$ cat src/rtl/coordinate_rotator_pkg.sv
// Shared constants for the coordinate rotator: angle format, CORDIC gain,
// arctangent table (full turn = 2^32) and the controller state encoding.
// Ports: none (package).
package coordinate_rotator_pkg;

  localparam int ANGLE_W      = 32;
  localparam int ATAN_ENTRIES = 24;

  // +90 degrees in the turn-fraction angle format
  localparam logic [ANGLE_W-1:0] QUARTER_TURN = 32'h4000_0000;

  // 1/K for the CORDIC gain, 0.607253 in Q0.16
  localparam logic [15:0] CORDIC_GAIN_Q16 = 16'h9B75;

  // atan(2^-i) * 2^32 / (2*pi), rounded to nearest
  localparam logic [ANGLE_W-1:0] ATAN_TABLE [ATAN_ENTRIES] = '{
    32'h2000_0000, 32'h12E4_051E, 32'h09FB_385B, 32'h0511_11D4,
    32'h028B_0D43, 32'h0145_D7E1, 32'h00A2_F61E, 32'h0051_7C55,
    32'h0028_BE53, 32'h0014_5F2F, 32'h000A_2F98, 32'h0005_17CC,
    32'h0002_8BE6, 32'h0001_45F3, 32'h0000_A2FA, 32'h0000_517D,
    32'h0000_28BE, 32'h0000_145F, 32'h0000_0A30, 32'h0000_0518,
    32'h0000_028C, 32'h0000_0146, 32'h0000_00A3, 32'h0000_0051
  };

  typedef enum logic [1:0] {
    IDLE   = 2'd0,
    PREROT = 2'd1,
    ITER   = 2'd2,
    SCALE  = 2'd3
  } state_t;

endpackage

$ cat src/rtl/cordic_atan_rom.sv
// Combinational arctangent lookup for the CORDIC iteration index.
// Latency: none (pure lookup). Backpressure: not applicable.
// Ports: idx (iteration index), atan_val (angle step, 0 beyond the table).
module cordic_atan_rom
  import coordinate_rotator_pkg::*;
(
  input  logic [4:0]         idx,
  output logic [ANGLE_W-1:0] atan_val
);

  always_comb begin
    atan_val = '0;
    if (int'(idx) < ATAN_ENTRIES) atan_val = ATAN_TABLE[idx];
  end

endmodule

$ cat src/rtl/coordinate_rotator.sv
// Rotates one signed (x,y) offset by a turn-fraction angle with iterative CORDIC.
// Latency: done pulses ITERATIONS+2 edges after start acceptance (18 by default).
// Backpressure: one rotation at a time; start is ignored (not queued) while busy.
// Ports: clk, reset (async high), start/angle/x_in/y_in request,
//        x_out/y_out held result, busy (accept..done), done (1-cycle pulse).
module coordinate_rotator
  import coordinate_rotator_pkg::*;
#(
  parameter int COORD_W    = 11,
  parameter int FRAC_BITS  = 8,
  parameter int ITERATIONS = 16
) (
  input  logic               clk,
  input  logic               reset,
  input  logic               start,
  input  logic [ANGLE_W-1:0] angle,
  input  logic [COORD_W-1:0] x_in,
  input  logic [COORD_W-1:0] y_in,
  output logic [COORD_W-1:0] x_out,
  output logic [COORD_W-1:0] y_out,
  output logic               busy,
  output logic               done
);

  // two guard bits absorb the CORDIC gain (~1.65) and the diagonal growth
  localparam int DW = COORD_W + FRAC_BITS + 2;
  localparam int PW = DW + 17;
  localparam int IW = 5;

  localparam logic signed [ANGLE_W-1:0] POS_Q = QUARTER_TURN;
  localparam logic signed [ANGLE_W-1:0] NEG_Q = -POS_Q;
  localparam logic signed [16:0]        GAIN  = {1'b0, CORDIC_GAIN_Q16};
  localparam logic signed [PW-1:0]      RND   = PW'(1) <<< (FRAC_BITS + 15);
  localparam logic signed [PW-1:0]      SAT_MAX = PW'((1 << (COORD_W - 1)) - 1);
  localparam logic signed [PW-1:0]      SAT_MIN = PW'(-(1 << (COORD_W - 1)));

  state_t state_q, state_d;
  logic   ld, pre, it, sc, last_iter;

  logic [ANGLE_W-1:0]        ang_c;
  logic [COORD_W-1:0]        xc, yc;
  logic signed [DW-1:0]      x_q, y_q;
  logic signed [ANGLE_W-1:0] z_q;
  logic [IW-1:0]             i_q;

  logic signed [DW-1:0]      xe, ye, x_pre, y_pre, xs, ys, x_nxt, y_nxt;
  logic signed [ANGLE_W-1:0] z_pre, z_nxt;
  logic [ANGLE_W-1:0]        atan_val;
  logic signed [PW-1:0]      xp, yp, xr, yr;

  function automatic logic [COORD_W-1:0] sat(input logic signed [PW-1:0] v);
    if (v > SAT_MAX) return SAT_MAX[COORD_W-1:0];
    if (v < SAT_MIN) return SAT_MIN[COORD_W-1:0];
    return v[COORD_W-1:0];
  endfunction

  cordic_atan_rom u_atan (
    .idx      (i_q),
    .atan_val (atan_val)
  );

  // ---------------- controller ----------------
  always_ff @(posedge clk or posedge reset) begin
    if (reset) state_q <= IDLE;
    else       state_q <= state_d;
  end

  always_comb begin
    state_d = state_q;
    case (state_q)
      IDLE:    if (start) state_d = PREROT;
      PREROT:  state_d = ITER;
      ITER:    if (last_iter) state_d = SCALE;
      SCALE:   state_d = IDLE;
      default: state_d = IDLE;
    endcase
  end

  always_comb begin
    ld        = (state_q == IDLE) && start;
    pre       = (state_q == PREROT);
    it        = (state_q == ITER);
    sc        = (state_q == SCALE);
    busy      = (state_q != IDLE);
    last_iter = (i_q == IW'(ITERATIONS - 1));
  end

  // ---------------- datapath ----------------
  // Quadrant fold: bring the residue into [-90,+90] so CORDIC can converge.
  always_comb begin
    xe    = DW'($signed(xc)) <<< FRAC_BITS;
    ye    = DW'($signed(yc)) <<< FRAC_BITS;
    x_pre = xe;
    y_pre = ye;
    z_pre = ang_c;
    if ($signed(ang_c) > POS_Q) begin
      x_pre = -ye;
      y_pre = xe;
      z_pre = ang_c - QUARTER_TURN;
    end else if ($signed(ang_c) < NEG_Q) begin
      x_pre = ye;
      y_pre = -xe;
      z_pre = ang_c + QUARTER_TURN;
    end
  end

  // One micro-rotation; direction follows the sign of the remaining angle.
  always_comb begin
    xs = x_q >>> i_q;
    ys = y_q >>> i_q;
    if (z_q >= 0) begin
      x_nxt = x_q - ys;
      y_nxt = y_q + xs;
      z_nxt = z_q - $signed(atan_val);
    end else begin
      x_nxt = x_q + ys;
      y_nxt = y_q - xs;
      z_nxt = z_q + $signed(atan_val);
    end
  end

  // Gain compensation, round-half-up back to integer pixels.
  always_comb begin
    xp = PW'(x_q) * PW'(GAIN);
    yp = PW'(y_q) * PW'(GAIN);
    xr = (xp + RND) >>> (FRAC_BITS + 16);
    yr = (yp + RND) >>> (FRAC_BITS + 16);
  end

  always_ff @(posedge clk or posedge reset) begin
    if (reset) begin
      ang_c <= '0;
      xc    <= '0;
      yc    <= '0;
      x_q   <= '0;
      y_q   <= '0;
      z_q   <= '0;
      i_q   <= '0;
      x_out <= '0;
      y_out <= '0;
      done  <= 1'b0;
    end else begin
      done <= 1'b0;
      if (ld) begin
        ang_c <= angle;
        xc    <= x_in;
        yc    <= y_in;
      end
      if (pre) begin
        x_q <= x_pre;
        y_q <= y_pre;
        z_q <= z_pre;
        i_q <= '0;
      end
      if (it) begin
        x_q <= x_nxt;
        y_q <= y_nxt;
        z_q <= z_nxt;
        i_q <= i_q + IW'(1);
      end
      if (sc) begin
        x_out <= sat(xr);
        y_out <= sat(yr);
        done  <= 1'b1;
      end
    end
  end

endmodule

$ cat config.mk
export PLATFORM = sky130hd
export DESIGN_NAME = coordinate_rotator
export DESIGN_NICKNAME = d
export VERILOG_FILES = /design/src/rtl/coordinate_rotator_pkg.sv /design/src/rtl/cordic_atan_rom.sv /design/src/rtl/coordinate_rotator.sv
export SDC_FILE = /design/constraint.sdc
export NUM_CORES = 2
export LEC_CHECK = 0
export CAP_MARGIN = 20
export CELL_PAD_IN_SITES_DETAIL_PLACEMENT = 1
export CELL_PAD_IN_SITES_GLOBAL_PLACEMENT = 2
export CORE_MARGIN = 2
export CORE_UTILIZATION = 42
export CTS_CLUSTER_DIAMETER = 120
export CTS_CLUSTER_SIZE = 12
export DETAILED_ROUTE_END_ITERATION = 12
export PLACE_DENSITY = 0.93
export SLEW_MARGIN = 20
export SYNTH_ARGS = -nofsm -noshare
export SYNTH_HDL_FRONTEND = slang
export SYNTH_SLANG_ARGS = --single-unit
$ cat constraint.sdc
create_clock -name clk -period 7.5 [get_ports clk]
set_input_delay 0.75 -clock clk [delete_from_list [all_inputs] [get_ports clk]]
set_output_delay 0.75 -clock clk [all_outputs]
set_load 0.005 [all_outputs]
==> results.sh <==
export IMPL_status="completed"
export IMPL_io_buffer_count=80
export IMPL_slowest_delay_ns=0.78
export IMPL_finalSetupTns_ns=0
export IMPL_crit_top_cell="fa_1"
export IMPL_critPathBufInv=4
export IMPL_fin_crit_ns=6.97
export IMPL_cp_top_family="adder cells"
export IMPL_rows=96
export IMPL_avgSynthCellArea_sq_um=9.15
export IMPL_crit_type="reg2reg"
export IMPL_netlist_instances=3175
export IMPL_postRouteAntennaNets=0
export IMPL_cts_setup_buffers=0
export IMPL_grt_first_pass_wirelength_microns=142000
export IMPL_slowest_stage="dfrtp_1"
export IMPL_seq_area_frac_synth_pct=13.6
export IMPL_antenna_found_initial=0
export IMPL_coreArea_sq_mm=0.0686
export IMPL_cts_tree="yes"
export IMPL_final_cell_mix="573 x inv_1, 426 x ha_1, 302 x fa_1, 221 x a21oi_1, 178 x nand2_1"
export IMPL_wl_microns=88800
export IMPL_start_kind="flop"
export IMPL_cts_resized=0
export IMPL_ctsHtreeMaxLevel=4
export IMPL_critical_path_required_ns=7.85
export IMPL_grtUsageMet3_pct=3.36
export IMPL_synth_seq_cells=158
export IMPL_dr_pass1_iters=5
export IMPL_setup_viol=0
export IMPL_synth_edff_count=0
export IMPL_dieArea_sq_mm=0.0713
export IMPL_hold_buffers=0
export IMPL_busiest_layer="met2"
export IMPL_cts_sinks=158
export IMPL_fill_cells=7917
export IMPL_finalHoldViolations=0
export IMPL_critPathCaptureType="flop"
export IMPL_synth_main_ff_cell="dfrtp_1"
export IMPL_grt_usage_pct=25.5
export IMPL_rsz0062_at_grt="false"
export IMPL_viasPerCell=5.64
export IMPL_grt_remaining_overflow=0
export IMPL_cts_made_buffers=17
export IMPL_async_flop_share_pct=100
export IMPL_hp_class="reg2reg"
export IMPL_grt_max_degree=74
export IMPL_crit_chain="ha_1 -> inv_1 -> fa_1 -> inv_1 -> fa_1 -> fa_1 -> fa_1 -> inv_1 -> fa_1 -> inv_1 -> ha_1 -> a21o_1 -> a21o_1 -> a2111oi_0 -> o21ai_0 -> o21ai_0 -> a21oi_1 -> o21a_1 -> nor2_1 -> xor2_1 -> a22oi_1"
export IMPL_drc_errors=0
export IMPL_clock_latency_ns=0.50
export IMPL_fmax_ghz=0.144
export IMPL_dpl_hpwl_microns=71900
export IMPL_arrival_ns=7.32
export IMPL_maxSlewHeadroom_pct=36.5
export IMPL_syn_area_sq_mm=0.0291
export IMPL_die_h_microns=267
export IMPL_skew_ns=0.0336
export IMPL_nets=4013
export IMPL_drt_initial_drc_count=1369
export IMPL_clock_path_buffers=2
export IMPL_vias=23500
export IMPL_wire_per_inst_microns=21.3
export IMPL_layout_commonest_cell="inv_1"
export IMPL_synth_cell_types=85
export IMPL_drive_above_1_share_pct=8.21
export IMPL_yosys_warnings=0
export IMPL_globalplace_congestion=0.911
export IMPL_worst_slew_pin_slew_ns=0.953
export IMPL_start_util_pct=42.4
export IMPL_dieWidth_microns=267
export IMPL_pin_count=81
export IMPL_post_route_period_util_pct=92.9
export IMPL_grt_use_met1_pct=33.5
export IMPL_grt_pass1_vias=25400
export IMPL_synth_nets=3962
export IMPL_areaGrowthSynthToFinish_pct=8.98
export IMPL_drv_slew=0
export IMPL_clockRootBuffer="clkbuf_16"
export IMPL_clk_pin_slew_ns=0.08
export IMPL_use_met2_pct=43.8
export IMPL_antenna_cells=0
export IMPL_critical_path_peak_fanout=15
export IMPL_drv_cap=0
[final timing paths]
path	start	end	slack, ns	depth (start not counted)
worst max-delay path	y_q[9]	y_out[7]	0.53	21
worst min-delay path	z_q[12]	z_q[12]	0.49	1
worst max register to register	y_q[9]	y_out[7]	0.53	21
worst min register to register	z_q[12]	z_q[12]	0.49	1
max in group asynchronous	reset	i_q[0]	5.57	3
min in group asynchronous	reset	ang_c[0]	0.68	2
[final cells by class]
class	instances	area, sq um	share of cell area, %
flip-flops and latches	158	3960	12.5
repair buffers	135	1210	3.83
clock buffers	18	429	1.35
clock inverters	14	166	0.525
well taps	931	1160	3.68
multi-input cells	2335	22600	71.2
inverters	579	2180	6.88
[registers in the layout (all words and copies together), names as in the netlist, 5 cells and up]
signal / cells
y_q: 21
x_out: 11
ang_c: 32
x_q: 21
y_out: 11
i_q: 5
xc: 11
yc: 11
z_q: 32
[through the flow]
stage	cells	utilization (%)	cell area, sq um	setup slack, ns	hold slack, ns
floorplan	3175	-	29100	0.895	0.457
global placement	4138	45.3	31100	0.606	0.472
detailed placement	4138	45.3	31100	0.417	0.479
CTS	4170	46.2	31700	0.370	0.500
global route	4170	46.2	31700	0.209	0.508
finish	4170	46.2	31700	0.532	0.494
[routing by layer]
| layer | wire length (microns) | share of wire, % | vias up |
|---|---|---|---|
| met5 | 0 | 0 | - |
| met4 | 2020 | 2.3 | 0 |
| met3 | 3510 | 4.0 | 119 |
| met2 | 43800 | 49 | 501 |
| met1 | 39500 | 44 | 12000 |
| li1 | - | - | 10900 |
[worst register-to-register path, cell delays in order (launching register included)]
cell and delay, ns:
dfrtp_1 0.78, ha_1 0.38, inv_1 0.09, fa_1 0.50, inv_1 0.06, fa_1 0.53, fa_1 0.46, fa_1 0.56
inv_1 0.06, fa_1 0.53, inv_1 0.04, ha_1 0.30, a21o_1 0.16, a21o_1 0.16, a2111oi_0 0.73, o21ai_0 0.29
o21ai_0 0.43, a21oi_1 0.16, o21a_1 0.21, nor2_1 0.11, xor2_1 0.18, a22oi_1 0.11
[Yosys cell counts (10+ instances only)]
cell	instances	share of area, %
or3_1	16	0.34
a22o_1	11	0.33
buf_1	12	0.15
o211ai_1	14	0.36
and3_1	17	0.37
fa_1	302	21
mux2_2	91	3.5
xor2_1	78	2.4
inv_1	574	7.4
o21bai_1	11	0.28
o31ai_1	20	0.52
nor3_1	41	0.71
o22ai_1	17	0.37
nand3_1	28	0.48
dfrtp_1	158	14
clkbuf_1	78	1.0
buf_2	10	0.17
nand2_1	179	2.3
xnor2_1	86	2.6
o221ai_1	11	0.33
a211oi_1	25	0.65
o21a_1	27	0.70
nand2b_1	16	0.34
a31oi_1	32	0.69
a22oi_1	12	0.31
and2_1	10	0.22
mux4_2	45	3.5
a21oi_1	221	3.8
nand4_1	18	0.39
nor2_1	170	2.2
o21ai_0	118	2.0
nor2b_1	26	0.56
a21o_1	65	1.7
mux2i_1	48	1.7
ha_1	428	18
nor4_1	16	0.34
or2_2	15	0.32
[cell families after synthesis]
group / Yosys count / share of synthesized area (%)
buffers and inverters: 682 / 8.92
adders and majority gates: 730 / 39.2
xor gates and xnor gates: 164 / 4.94
muxes: 187 / 8.94
and+or+nand+nor: 576 / 9.36
DFF: 158 / 13.6
AOI/OAI and AO/OA: 678 / 15.0
Power is not shown: default switching activity piles up to over one toggle a cycle in this logic, so the estimate is an artifact.
